### src/rtl/fetch_unit_pkg.sv
// Shared constants for the instruction-fetch stage and its prefetch queue.
package fetch_unit_pkg;

  localparam int unsigned FETCH_DATA_WIDTH  = 32;
  localparam int unsigned FETCH_ADDR_WIDTH  = 16;
  localparam int unsigned FETCH_MAX_LATENCY = 4;

  function automatic logic is_pow2(input int unsigned v);
    return (v != 0) && ((v & (v - 1)) == 0);
  endfunction

endpackage

### src/rtl/sync_fifo.sv
// Single-clock FIFO with flush; flush beats any coincident push or pop.
module sync_fifo #(
  parameter int unsigned WIDTH = 8,
  parameter int unsigned DEPTH = 4
) (
  input  logic                       i_clk,
  input  logic                       i_rst,
  input  logic                       i_push,
  input  logic [WIDTH-1:0]           i_data,
  input  logic                       i_pop,
  input  logic                       i_flush,
  output logic [WIDTH-1:0]           o_head,
  output logic [$clog2(DEPTH):0]     o_count
);

  localparam int unsigned PTR_W = $clog2(DEPTH);
  localparam int unsigned CNT_W = PTR_W + 1;

  logic [WIDTH-1:0] mem_q [DEPTH];
  logic [PTR_W-1:0] rd_ptr_q, rd_ptr_d;
  logic [PTR_W-1:0] wr_ptr_q, wr_ptr_d;
  logic [CNT_W-1:0] count_q, count_d;
  logic             do_push;
  logic             do_pop;

  assign do_push = i_push && !i_flush;
  assign do_pop  = i_pop && !i_flush && (count_q != '0);

  always_comb begin
    rd_ptr_d = rd_ptr_q;
    wr_ptr_d = wr_ptr_q;
    count_d  = count_q;
    if (i_flush) begin
      rd_ptr_d = '0;
      wr_ptr_d = '0;
      count_d  = '0;
    end else begin
      if (do_push) wr_ptr_d = wr_ptr_q + PTR_W'(1);
      if (do_pop)  rd_ptr_d = rd_ptr_q + PTR_W'(1);
      count_d = count_q + CNT_W'(do_push) - CNT_W'(do_pop);
    end
  end

  always_ff @(posedge i_clk or negedge i_rst) begin
    if (!i_rst) begin
      rd_ptr_q <= '0;
      wr_ptr_q <= '0;
      count_q  <= '0;
    end else begin
      rd_ptr_q <= rd_ptr_d;
      wr_ptr_q <= wr_ptr_d;
      count_q  <= count_d;
    end
  end

  // Storage needs no reset: the count alone decides what is visible.
  always_ff @(posedge i_clk) begin
    if (do_push) mem_q[wr_ptr_q] <= i_data;
  end

  assign o_head  = mem_q[rd_ptr_q];
  assign o_count = count_q;

endmodule

### src/rtl/fetch_unit.sv
// Sequential instruction fetch with fixed-latency memory, prefetch queue and redirect flush.
module fetch_unit
  import fetch_unit_pkg::*;
#(
  parameter int unsigned           DATA_WIDTH  = FETCH_DATA_WIDTH,
  parameter int unsigned           ADDR_WIDTH  = FETCH_ADDR_WIDTH,
  parameter logic [ADDR_WIDTH-1:0] RESET_PC    = '0,
  parameter int unsigned           MEM_LATENCY = 1,
  parameter int unsigned           QUEUE_DEPTH = 4
) (
  input  logic                  i_clk,
  input  logic                  i_rst,
  output logic [ADDR_WIDTH-1:0] o_mem_addr,
  output logic                  o_mem_write,
  output logic                  o_mem_req,
  input  logic [DATA_WIDTH-1:0] i_mem_data,
  input  logic                  i_redirect,
  input  logic [ADDR_WIDTH-1:0] i_redirect_pc,
  output logic [DATA_WIDTH-1:0] o_inst,
  output logic [ADDR_WIDTH-1:0] o_pc,
  output logic                  o_valid,
  input  logic                  i_ready
);

  localparam int unsigned CNT_W   = $clog2(QUEUE_DEPTH) + 1;
  localparam int unsigned ENTRY_W = ADDR_WIDTH + DATA_WIDTH;

  if (MEM_LATENCY < 1 || MEM_LATENCY > FETCH_MAX_LATENCY) begin : g_bad_latency
    $error("fetch_unit: MEM_LATENCY out of range");
  end
  if (!is_pow2(QUEUE_DEPTH) || QUEUE_DEPTH < 2) begin : g_bad_depth
    $error("fetch_unit: QUEUE_DEPTH must be a power of 2 and >= 2");
  end

  logic [ADDR_WIDTH-1:0]  fetch_pc_q, fetch_pc_d;
  logic [CNT_W-1:0]       credit_q, credit_d;
  logic [MEM_LATENCY-1:0] trk_vld_q, trk_vld_d;
  logic [ADDR_WIDTH-1:0]  trk_pc_q [MEM_LATENCY];
  logic [ADDR_WIDTH-1:0]  trk_pc_d [MEM_LATENCY];
  logic [ENTRY_W-1:0]     q_head;
  logic [CNT_W-1:0]       q_count;
  logic                   issue;
  logic                   push;
  logic                   pop;

  // Credit covers queued plus in-flight words, so the queue can never overflow.
  assign issue = i_rst && !i_redirect && (credit_q < CNT_W'(QUEUE_DEPTH));
  assign push  = trk_vld_q[MEM_LATENCY-1];
  assign pop   = o_valid && i_ready && !i_redirect;

  always_comb begin
    fetch_pc_d = fetch_pc_q;
    credit_d   = credit_q;
    trk_vld_d  = trk_vld_q;
    trk_pc_d   = trk_pc_q;
    if (i_redirect) begin
      fetch_pc_d = i_redirect_pc;
      credit_d   = '0;
      trk_vld_d  = '0;
    end else begin
      if (issue) fetch_pc_d = fetch_pc_q + ADDR_WIDTH'(1);
      credit_d = credit_q + CNT_W'(issue) - CNT_W'(pop);
      for (int unsigned i = 1; i < MEM_LATENCY; i++) begin
        trk_vld_d[i] = trk_vld_q[i-1];
        trk_pc_d[i]  = trk_pc_q[i-1];
      end
      trk_vld_d[0] = issue;
      trk_pc_d[0]  = fetch_pc_q;
    end
  end

  always_ff @(posedge i_clk or negedge i_rst) begin
    if (!i_rst) begin
      fetch_pc_q <= RESET_PC;
      credit_q   <= '0;
      trk_vld_q  <= '0;
      trk_pc_q   <= '{default: '0};
    end else begin
      fetch_pc_q <= fetch_pc_d;
      credit_q   <= credit_d;
      trk_vld_q  <= trk_vld_d;
      trk_pc_q   <= trk_pc_d;
    end
  end

  sync_fifo #(
    .WIDTH (ENTRY_W),
    .DEPTH (QUEUE_DEPTH)
  ) u_queue (
    .i_clk   (i_clk),
    .i_rst   (i_rst),
    .i_push  (push),
    .i_data  ({trk_pc_q[MEM_LATENCY-1], i_mem_data}),
    .i_pop   (pop),
    .i_flush (i_redirect),
    .o_head  (q_head),
    .o_count (q_count)
  );

  assign o_mem_addr  = fetch_pc_q;
  assign o_mem_write = 1'b0;
  assign o_mem_req   = issue;
  assign o_valid     = (q_count != '0);
  assign o_inst      = o_valid ? q_head[DATA_WIDTH-1:0] : '0;
  assign o_pc        = o_valid ? q_head[ENTRY_W-1:DATA_WIDTH] : '0;

endmodule

### config.mk
export PLATFORM = sky130hd
export DESIGN_NAME = fetch_unit
export DESIGN_NICKNAME = d
export VERILOG_FILES = /design/src/rtl/fetch_unit_pkg.sv /design/src/rtl/sync_fifo.sv /design/src/rtl/fetch_unit.sv
export SDC_FILE = /design/constraint.sdc
export NUM_CORES = 1
export LEC_CHECK = 0
export CORE_MARGIN = 3
export CORE_UTILIZATION = 25
export DETAILED_ROUTE_END_ITERATION = 8
export SLEW_MARGIN = 30
export SYNTH_ARGS = -nofsm -noshare
export SYNTH_HDL_FRONTEND = slang
export SYNTH_HIERARCHICAL = 1
export SYNTH_SLANG_ARGS = --single-unit
### constraint.sdc
create_clock -name i_clk -period 5.6 [get_ports i_clk]
set_input_delay 0.84 -clock i_clk [delete_from_list [all_inputs] [get_ports i_clk]]
set_output_delay 0.84 -clock i_clk [all_outputs]
set_load 0.05 [all_outputs]
[Yosys cells after proc, flatten, opt, wreduce, memory -nomap -nowiden]
Memory sizes are Yosys's and may differ from the RTL's.
Cells that the tools add are included.
Word-level totals
  register bits: 43
  bits in writable memories: 192
  memories: 1
Memories
  u_queue.mem_q: words 4, bits a word 48, read ports 1, clocked after memory_dff 0, write ports 1, RTL line sync_fifo.sv:19  | logic [WIDTH-1:0] mem_q [DEPTH];
Operators by class
  $add $sub $neg: 7
  $lt $le $gt $ge: 1
  muxes and demuxes: 13
  reductions and logical operators: 12
Operators by type and width (count)
  16-bit 2-to-1 mux: 3
  32-bit 2-to-1 mux: 1
  16-bit by 1-bit adder with 16-bit output, second input constant: 1
  2-bit 2-to-1 mux: 4
  1-bit logical AND: 7
  3-bit by 1-bit adder with 3-bit output: 2
  3-bit 2-to-1 mux: 2
  2-bit nonzero test: 3
  3-bit by 1-bit subtractor with 3-bit output: 2
  2-bit by 1-bit adder with 2-bit output, second input constant: 2
  3-bit less-than comparator, second input constant: 1
  1-bit 2-to-1 mux: 3
  3-bit nonzero test: 1
  1-bit zero test: 1

[Depth between registers and ports, before layout]
Gate-level depths: netlist (run 1).
  depth after elaboration: 7
  depth in mapped cells: 12
  mapped depth without buffers: 11

[Hierarchy]
The synthesis (run 1) kept the hierarchy.
Modules (own cells, without submodules)
  sync_fifo: instances 1, cells each 294, area each 7439.6 um^2, seq. area each 5940.7 um^2
  fetch_unit: instances 1, cells each 212, area each 2038.2 um^2, seq. area each 900.9 um^2

[Least setup slack after synthesis (run 1)]
Ideal clock, no wire load.
  path type: input port to flip-flop
  from: in i_redirect
  to: reg u_queue.count_q[2] (netlist: u_queue/o_count[2])
  library setup time: 0.132 ns
  arrival: 2.826 ns
  required time: 5.468 ns
  setup slack: 2.642 ns
  stages on the path: 12
  path through: buf_1 > clkbuf_1 > nor3b_1 > o31ai_1 > nor2_1 > ha_1 > inv_1 > ha_1 > inv_1 > fa_1 > xnor3_1 > nor2_1
On the way
  cells in the longest elaborated chain, start to end: 6
  elaborated cells on any way between the ends: 8
Ends and longest elaborated chain
  from (decl): RTL line fetch_unit.sv:17  | input logic i_redirect,
  1-bit zero test: RTL line fetch_unit.sv:49  | assign pop = o_valid && i_ready && !i_redirect;
  1-bit logical AND: RTL line fetch_unit.sv:49
  named net pop: RTL line fetch_unit.sv:44  | logic pop;
  1-bit logical AND (2 in series): RTL line sync_fifo.sv:27  | assign do_pop = i_pop && !i_flush && (count_q != '0);
  3-bit by 1-bit subtractor with 3-bit output: RTL line sync_fifo.sv:40  | count_d = count_q + CNT_W'(do_push) - CNT_W'(do_pop);
  3-bit 2-to-1 mux: RTL line sync_fifo.sv:33  | if (i_flush) begin
  named net u_queue.count_d[2]: RTL line sync_fifo.sv:22  | logic [CNT_W-1:0] count_q, count_d;
  to (signal assigned): RTL line sync_fifo.sv:52  | count_q <= count_d;
  to (decl): RTL line sync_fifo.sv:22
The timed path passes the listed nets, and every way through them passes these cells.
A chain may end at the register's enable or synchronous reset.

[Worst setup path after layout (run 1)]
  from: reg u_queue.rd_ptr_q[0]
  to: out o_inst[7]
On the way
  cells in the longest elaborated chain, start to end: 2
Ends and longest elaborated chain
  from (decl): RTL line sync_fifo.sv:20  | logic [PTR_W-1:0] rd_ptr_q, rd_ptr_d;
  from (signal assigned): RTL line sync_fifo.sv:50  | rd_ptr_q <= rd_ptr_d;
  memory 4 x 48 bit
  named net q_head[7]: RTL line fetch_unit.sv:40  | logic [ENTRY_W-1:0] q_head;
  32-bit 2-to-1 mux: RTL line fetch_unit.sv:104  | assign o_inst = o_valid ? q_head[DATA_WIDTH-1:0] : '0;
  to (decl): RTL line fetch_unit.sv:19  | output logic [DATA_WIDTH-1:0] o_inst,
The timed path passes the listed nets, and every way through them passes these cells.

==> results_dict.tcl, run 1 <==
set metrics [dict create \
    status "complete, no violations" \
    syn_area_per_cell_um2 18.73 \
    ios 119 \
    worstPathCellList "buf_4, mux4_2, nor2b_1, clkdlybuf4s50_1" \
    root_buffer "clkbuf_16" \
    cp-end-kind "output port" \
    reg2reg_slack_ps 2740 \
    maxCapViolations 0 \
    core_area_um2 36960 \
    dpl.cell_count 1110 \
    layout.nets 697 \
    switchingPower_mw 1.040 \
    synthTopCellsByArea "edfxtp_1 61%, dfrtp_1 11%, mux4_2 11%" \
    area_growth_syn_to_layout_pct 26.07 \
    tightest_slew_ps 912.2 \
    slew_headroom 0.3918 \
    cp_slowest_cell "dfrtp_4" \
    p_sw_frac 0.2515 \
    period_needed_ps 4193 \
    fmax_ghz 0.2385 \
    viasPerCell 4.161 \
    synth.distinct_cells 41 \
    antenna_found_initial 0 \
    overflow 0 \
    gp_congestion 0.7466 \
    drt_wl_total_mm 19.92 \
    drive_above_1_share 0.1822 \
    p_comb_frac 0.125 \
    io_buffer_count 117 \
    syn_inst 506 \
    diodes 0 \
    drc_errors 0 \
    cts_setup_buffers 0 \
    tns_ps 0 \
    drt_iter0_drc 268 \
    rows 70 \
    post-route-period-util 0.7488 \
    die_area_um2 40280 \
    ys_ff_latch 235 \
    dp_hpwl_mm 12.59 \
    cts_buffers 26 \
    vias 4814 \
    synth_edf_count 192 \
    final_max_slew_viol_count 0 \
    critPathTopFamily "buffers and inverters" \
    cts_sinks 235 \
    htreeDepth 1 \
    first_pass_iters 4 \
    synth_area_leader_cell "edfxtp_1" \
    skew_ps 10.23 \
    hold_class "primary input to async pin" \
    clk_latency_ps 520 \
    async_reset_ff_frac 0.1830 \
    peakVddDrop_mv 0.2183 \
    critPathMaxStageDelay_ps 820 \
    initial_utilization 0.2564 \
    yosysMostFrequentCell "edfxtp_1" \
    syn-cell-area_um2 9478 \
    p_seq_frac 0.497 \
    die_y_um 200.7 \
    final_hold_viol_count 0 \
    path_buf_inv 2 \
    worstSetupStartpointType "flop" \
    post_cts_resized 0 \
    crit_type "flop to output port" \
    p_per_area_nw_per_um2 346.3 \
    grt_max_degree 51 \
    final_cells 1157 \
    cts_tree "built" \
    ant_nets 0 \
    grt_setup_unrepaired "no" \
    synthesis.nets 569 \
    yosysWarnings 6 \
    clk_pin_slew_worst_paths_ps 60 \
    cts_buffer_depth 3 \
    crit_fanout 29 \
    ys_seq_area_frac 0.7218 \
    worstPathArrival_ps 3350 \
    die-width_um 200.7 \
    crit_required_ps 4760 \
    grt_usage 0.09928 \
    p_clk_frac 0.378 \
    synth_top_area_share 0.6083 \
    synth_ff_type "edfxtp_1" \
    finalSetupViolCount 0 \
    grt_pass1_vias 5213 \
    fill_cells 3642 \
    internal_power_mw 3.097 \
    ctsHoldBuffers 0 \
    wl_per_cell_um 17.22 \
    synth_common_cells "192 x edfxtp_1, 58 x nor2b_1, 47 x mux4_2" \
    grt_pass1_wl_mm 31.57 \
    p_leak_nw 3.897 \
]
sequential cells by signal, indices dropped and copies added, names as in the netlist:
register and flops:
u_queue/mem_q 192, o_mem_addr 16, trk_pc_q 16, credit_q 3, u_queue/o_count 3, u_queue/rd_ptr_q 2
u_queue/wr_ptr_q 2, push 1
layout make-up:
| type | count | area, um^2 | share of cell area |
|---|---|---|---|
| multi-input cells | 234 | 2407 | 0.2015 |
| well taps | 504 | 630.6 | 0.05277 |
| flip-flops and latches | 235 | 6847 | 0.5730 |
| inverters | 11 | 41.29 | 0.003455 |
| clock buffers | 36 | 739.5 | 0.06188 |
| clock inverters | 11 | 55.05 | 0.004607 |
| repair buffers | 126 | 1229 | 0.1028 |
cells in the final DEF, fill, tap and decap left out, types with 10 or more instances in the layout:
cell,instances
dfrtp_1,41
edfxtp_1,192
xnor2_1,13
nor2b_1,58
nand2_1,22
mux2_2,14
clkbuf_16,27
o21ai_0,12
nor2_1,10
inv_1,11
clkdlybuf4s50_1,115
mux4_2,47
power by group through the flow:
stage	combinational (mW)	clock [mW]	sequential, mW
floorplan	0.289	0	2.11
global placement	0.523	0	2.09
detailed placement	0.528	0	2.09
CTS	0.530	1.62	2.06
global route	0.559	1.71	2.07
finish	0.518	1.56	2.06
cell families after synthesis:
family,Yosys count,share of synthesized area
xor gates and xnor gates,17,0.01716
buffers and inverters,37,0.02522
muxes,65,0.1343
adders and majority gates,11,0.01611
other,1,0.0003957
DFF,235,0.7218
and+or+nand+nor,118,0.07142
AOI/OAI and AO/OA,22,0.01360
metal layers:
layer,track usage,share of wire
met2,0.1590,0.46
met1,0.1365,0.46
met5,0,0
met3,0.02773,0.057
met4,0.01932,0.018
metrics by stage:
step                      setup WS (ps)  total power, mW    util  hold slack, ps  instance area (um^2)
final                              1407            4.138  0.3233           439.1                 11950
after global routing               1163            4.333  0.3233           488.2                 11950
after CTS                          1285            4.209  0.3233           453.4                 11950
after detailed placement           1851            2.620  0.3018           517.5                 11150
after global placement             1864            2.613  0.3018           498.7                 11150
after floorplan                    2642            2.396       -           470.9                  9478
worst paths after layout:
path,end,startpoint,depth (start not counted)
hold / removal,o_mem_addr[10],i_rst,2
hold reg to reg,u_queue/mem_q[3][42],trk_pc_q[10],0
setup / recovery,o_inst[7],u_queue/rd_ptr_q[0],4
setup reg to reg,u_queue/o_count[2],u_queue/o_count[1],12
max in group asynchronous,u_queue/rd_ptr_q[0],i_rst,2
min in group i_clk,u_queue/mem_q[3][42],trk_pc_q[10],0
No activity file was read; power rests on OpenSTA's default activity.
==> inputs of run 2 (changes only) <==
clock period = 3.69 ns   (was 5.6 ns; I/O delays follow)
==> run 2 against run 1 <==
  * Hold slack got worse by 270 ps
  * Die area unchanged
  * Setup slack got worse by 1100 ps
  * Non-clock buffer count increased by 8
  * Critical path depth unchanged
  * Clock power increased by 51%
  * Register-to-register slack got worse by 1700 ps
  * Global-route usage decreased by 0.13 points
  * Power increased by 52%
  * Design area increased by 0.91%
  * Critical path type unchanged
  * Critical endpoint is now o_inst[28]
  * Largest cell class unchanged
==> results_dict.tcl, run 2 (synthesis gave the netlist of run 1 again) <==
set metrics [dict create \
    drive_above_1_share 0.1858 \
    clk_pin_slew_worst_paths_ps 60 \
    hold_class "primary input to async pin" \
    cts_buffers 27 \
    final_hold_viol_count 0 \
    grt_setup_unrepaired "no" \
    io_buffer_count 117 \
    drc_errors 0 \
    crit_required_ps 3140 \
    core_area_um2 36960 \
    grt_pass1_vias 5163 \
    slew_headroom 0.4857 \
    gp_congestion 0.7540 \
    die_area_um2 40280 \
    worstPathCellList "buf_4, mux4_2, nor2b_1, clkdlybuf4s50_1" \
    post_cts_resized 0 \
    path_buf_inv 2 \
    vias 4856 \
    r2r.worst_path.cells 12 \
    ant_nets 0 \
    worstPathArrival_ps 2840 \
    reg2reg_slack_ps 1010 \
    drt_wl_total_mm 19.96 \
    cts_tree "built" \
    grt_pass1_wl_mm 31.13 \
    final_max_slew_viol_count 0 \
    dp_hpwl_mm 12.53 \
    grt_max_degree 51 \
    regMostFlops "u_queue/mem_q" \
    reg2reg_to "u_queue/o_count[2]" \
    diodes 0 \
    p_leak_nw 3.946 \
    rows 70 \
    final_cells 1166 \
    area_growth_syn_to_layout_pct 27.22 \
    p_clk_frac 0.377 \
    viasPerCell 4.165 \
    clk_latency_ps 520 \
    cts_buffer_depth 3 \
    ctsHoldBuffers 0 \
    skew_ps 12.65 \
    tightest_slew_ps 771.5 \
    die_y_um 200.7 \
    p_seq_frac 0.496 \
    cp_slowest_cell "clkdlybuf4s50_1" \
    post-route-period-util 0.9200 \
    crit_type "flop to output port" \
    first_pass_iters 5 \
    power_mw 6.274 \
    maxCapViolations 0 \
    cp-end-kind "output port" \
    p_sw_frac 0.2506 \
    grt_usage 0.09799 \
    period_needed_ps 3395 \
    drt_iter0_drc 225 \
    tns_ps 0 \
    crit_fanout 12 \
    status "complete, no violations" \
    p_comb_frac 0.127 \
    die-width_um 200.7 \
    finalSetupViolCount 0 \
    layout.nets 706 \
    antenna_found_initial 0 \
    htreeDepth 1 \
    critPathMaxStageDelay_ps 700 \
    largest_reg_flops 192 \
    peakVddDrop_mv 0.3164 \
    switchingPower_mw 1.572 \
    p_per_area_nw_per_um2 520.3 \
    initial_utilization 0.2564 \
    critPathTopFamily "buffers and inverters" \
    r2r_start "u_queue/o_count[1]" \
    ios 119 \
    root_buffer "clkbuf_16" \
    final_cell_mix "192 x edfxtp_1, 115 x clkdlybuf4s50_1, 58 x nor2b_1" \
    overflow 0 \
    wl_per_cell_um 17.11 \
    worstSetupStartpointType "flop" \
    internal_power_mw 4.702 \
    cts_sinks 235 \
    final_common_cell "edfxtp_1" \
    fmax_ghz 0.2946 \
    dpl.cell_count 1117 \
]
## run 2: what timing repair did
item | 4_1_cts | 5_1_grt
setup buffers | 0 | 1
endpoints found under the setup margin | 0 | 13
endpoints found under the hold margin | 0 | 0
## run 2: power by group through the flow
stage | Sequential (mW) | Combinational, mW | Clock, mW
after global routing | 3.13 | 0.856 | 2.58
after global placement | 3.16 | 0.805 | 0
after floorplan | 3.20 | 0.438 | 0
final | 3.11 | 0.796 | 2.36
after CTS | 3.12 | 0.814 | 2.45
after detailed placement | 3.17 | 0.812 | 0
## run 2: routing by layer
metal / vias to the layer above / share of wire / wire length (um) / track usage
li1: 2224 / - / - / -
met4: 0 / 0.020 / 396 / 0.02133
met3: 33 / 0.063 / 1262 / 0.02805
met2: 144 / 0.46 / 9219 / 0.1546
met1: 2455 / 0.45 / 9077 / 0.1353
met5: - / 0 / 0 / 0
## run 2: through the flow
step                setup slack (ps)  area (um^2)  utilization  hold WS, ps
floorplan                       1019         9478            -        257.9
global placement               643.3        11240       0.3042        498.3
detailed placement             607.9        11240       0.3042        514.0
CTS                            45.50        12030       0.3255        183.6
global route                   136.5        12060       0.3262        200.2
finish                         295.3        12060       0.3262        173.8
## run 2: area by class of cell
type / count / area [um^2]
repair buffers: 134 / 1346
clock inverters: 9 / 45.04
inverters: 11 / 41.29
well taps: 504 / 630.6
flip-flops and latches: 235 / 6847
fillers: 3636 / 24900
multi-input cells: 234 / 2407
clock buffers: 39 / 740.7
## run 2: worst max path at each step
| stage | depth (start not counted) | to | startpoint | slack (ps) |
|---|---|---|---|---|
| floorplan | 12 | u_queue/o_count[2] | i_redirect | 1020 |
| global placement | 4 | o_inst[22] | u_queue/rd_ptr_q[0] | 640 |
| detailed placement | 4 | o_inst[24] | u_queue/rd_ptr_q[0] | 610 |
| CTS | 4 | o_inst[24] | u_queue/rd_ptr_q[0] | 50 |
| global route | 4 | o_inst[26] | u_queue/rd_ptr_q[0] | 140 |
| finish | 4 | o_inst[28] | u_queue/rd_ptr_q[0] | 300 |
## run 2: worst register-to-register path, stage by stage, from the launching register on
cell,delay (ps)
dfrtp_1,470
nor3_2,100
buf_12,200
nor3b_1,420
o31ai_1,190
nor2_1,140
ha_1,240
inv_1,60
ha_1,130
inv_1,40
fa_1,360
xnor3_1,200
nor2_1,40
==> inputs of run 3 (changes only) <==
SETUP_SLACK_MARGIN = 0.5   (was default)
SLEW_MARGIN = 5   (was 30)
==> run 3 against run 2 <==
  * Clock-buffer cell count unchanged
  * Hold slack got worse by 2.5 ps
  * Combinational power decreased by 4.1%
  * Clock power about the same
  * Via count about the same
  * Die area unchanged
  * Register-to-register slack about the same
  * Global-route usage increased by 0.090 points
  * Sequential share of layout area increased by 0.20 points
  * Critical path type unchanged
==> results_dict.tcl, run 3 (synthesis gave the netlist of run 1 again) <==
set metrics [dict create \
    viasPerCell 4.160 \
    die-width_um 200.7 \
    initial_utilization 0.2564 \
    antenna_found_initial 0 \
    grt_setup_unrepaired "no" \
    maxCapViolations 0 \
    cts_tree "built" \
    crit_required_ps 3140 \
    r2r_start "u_queue/o_count[1]" \
    clk_latency_ps 520 \
    vias 4859 \
    drt_wl_total_mm 19.96 \
    ios 119 \
    clk_pin_slew_worst_paths_ps 60 \
    drt_iter0_drc 238 \
    dpl.cell_count 1117 \
    tightest_slew_ps 770.6 \
    p_sw_frac 0.2519 \
    fin_ws_ps 631.5 \
    core_area_um2 36960 \
    drive_above_1_share 0.1883 \
    reg2reg_slack_ps 1000 \
    first_pass_iters 5 \
    final_cell_mix "192 x edfxtp_1, 68 x clkdlybuf4s50_1, 58 x nor2b_1" \
    slew_headroom 0.4863 \
    rows 70 \
    drc_errors 0 \
    cts_buffer_depth 3 \
    ctsHoldBuffers 0 \
    grt_usage 0.09890 \
    die_y_um 200.7 \
    power_mw 6.241 \
    htreeDepth 1 \
    final_max_slew_viol_count 0 \
    peakVddDrop_mv 0.3143 \
    dp_hpwl_mm 12.53 \
    placed_area_um2 11240 \
    layout.nets 708 \
    crit_type "flop to output port" \
    root_buffer "clkbuf_16" \
    io_buffer_count 117 \
    cts_sinks 235 \
    fill_cells 3658 \
    wl_per_cell_um 17.09 \
    hold_class "primary input to async pin" \
    ant_nets 0 \
    cts_buffers 27 \
    fin_util 0.3252 \
    grt_pass1_wl_mm 31.37 \
    overflow 0 \
    fmax_ghz 0.3270 \
    grt_pass1_vias 5174 \
    die_area_um2 40280 \
    p_comb_frac 0.122 \
    cp-end-kind "output port" \
    post-route-period-util 0.8289 \
    final_common_cell "edfxtp_1" \
    worst_setup_path_startpoint "u_queue/rd_ptr_q[0]" \
    final_hold_viol_count 0 \
    regMostFlops "u_queue/mem_q" \
    p_seq_frac 0.499 \
    worst_hold_slack_ps 171.3 \
    tns_ps 0 \
    worstSetupStartpointType "flop" \
    worstPathArrival_ps 2510 \
    final_area_um2 12020 \
    period_needed_ps 3059 \
    reg2reg_to "u_queue/o_count[2]" \
    r2r.worst_path.cells 12 \
    area_growth_syn_to_layout_pct 26.83 \
    final_cells 1168 \
    p_per_area_nw_per_um2 519.2 \
    grt_max_degree 51 \
    finalSetupViolCount 0 \
    largest_reg_flops 192 \
    p_leak_nw 4.178 \
    internal_power_mw 4.669 \
    diodes 0 \
    cp-endpoint "o_pc[15]" \
    gp_congestion 0.7540 \
    skew_ps 11.06 \
    dp_slack_ps 607.9 \
    status "complete, no violations" \
    p_clk_frac 0.379 \
    crit_fanout 6 \
    switchingPower_mw 1.572 \
]
-- run 3: changes by cell type in the layout (fill, tap and decap cells not counted), sizes merged --
cell | before | now
clkdlybuf4s50 | 115 | 68
dlygate4sd2 | 0 | 46
buf | 19 | 21
dlymetal6s2s | 0 | 1
-- run 3: worst min path at each step --
stage               slack (ps)              endpoint  cells past startpoint          from
floorplan                  260           credit_q[0]                      0         i_rst
global placement           500  u_queue/mem_q[2][46]                      0  trk_pc_q[14]
detailed placement         510  u_queue/mem_q[3][46]                      0  trk_pc_q[14]
CTS                        180        o_mem_addr[10]                      2         i_rst
global route               200        o_mem_addr[10]                      2         i_rst
finish                     170           trk_pc_q[8]                      2         i_rst
-- run 3: power groups by stage --
stage / combinational [mW] / sequential (mW) / clock, mW
2_1_floorplan: 0.438 / 3.20 / 0
3_3_place_gp: 0.805 / 3.16 / 0
3_5_place_dp: 0.812 / 3.17 / 0
4_1_cts: 0.782 / 3.12 / 2.45
5_1_grt: 0.823 / 3.13 / 2.58
6_report: 0.763 / 3.11 / 2.36
-- run 3: final cells by class --
| type | instances | area, um^2 | share of cell area |
|---|---|---|---|
| clock buffer | 39 | 740.7 | 0.06162 |
| clock inverter | 9 | 45.04 | 0.003747 |
| inverter | 11 | 41.29 | 0.003435 |
| multi-input combinational | 234 | 2407 | 0.2003 |
| sequential | 235 | 6849 | 0.5698 |
| tap | 504 | 630.6 | 0.05246 |
| timing repair buffer | 136 | 1306 | 0.1087 |
-- run 3: layer usage --
layer	up-vias	GRT usage	part of all wire
li1	2228	-	-
met1	2446	0.1381	0.45
met2	150	0.1558	0.46
met3	35	0.02627	0.068
met4	0	0.02133	0.020
met5	-	0	0
-- run 3: critical path, cell delays in order, from the launching register on --
cell             delay (ps)
dfrtp_4                 520
mux4_1                  560
nor2b_1                 140
clkdlybuf4s50_1         760
-- run 3: repair_timing --
item	CTS	global route
gates resized for setup	47	1
setup buffers	3	0
setup endpoints to repair	48	1
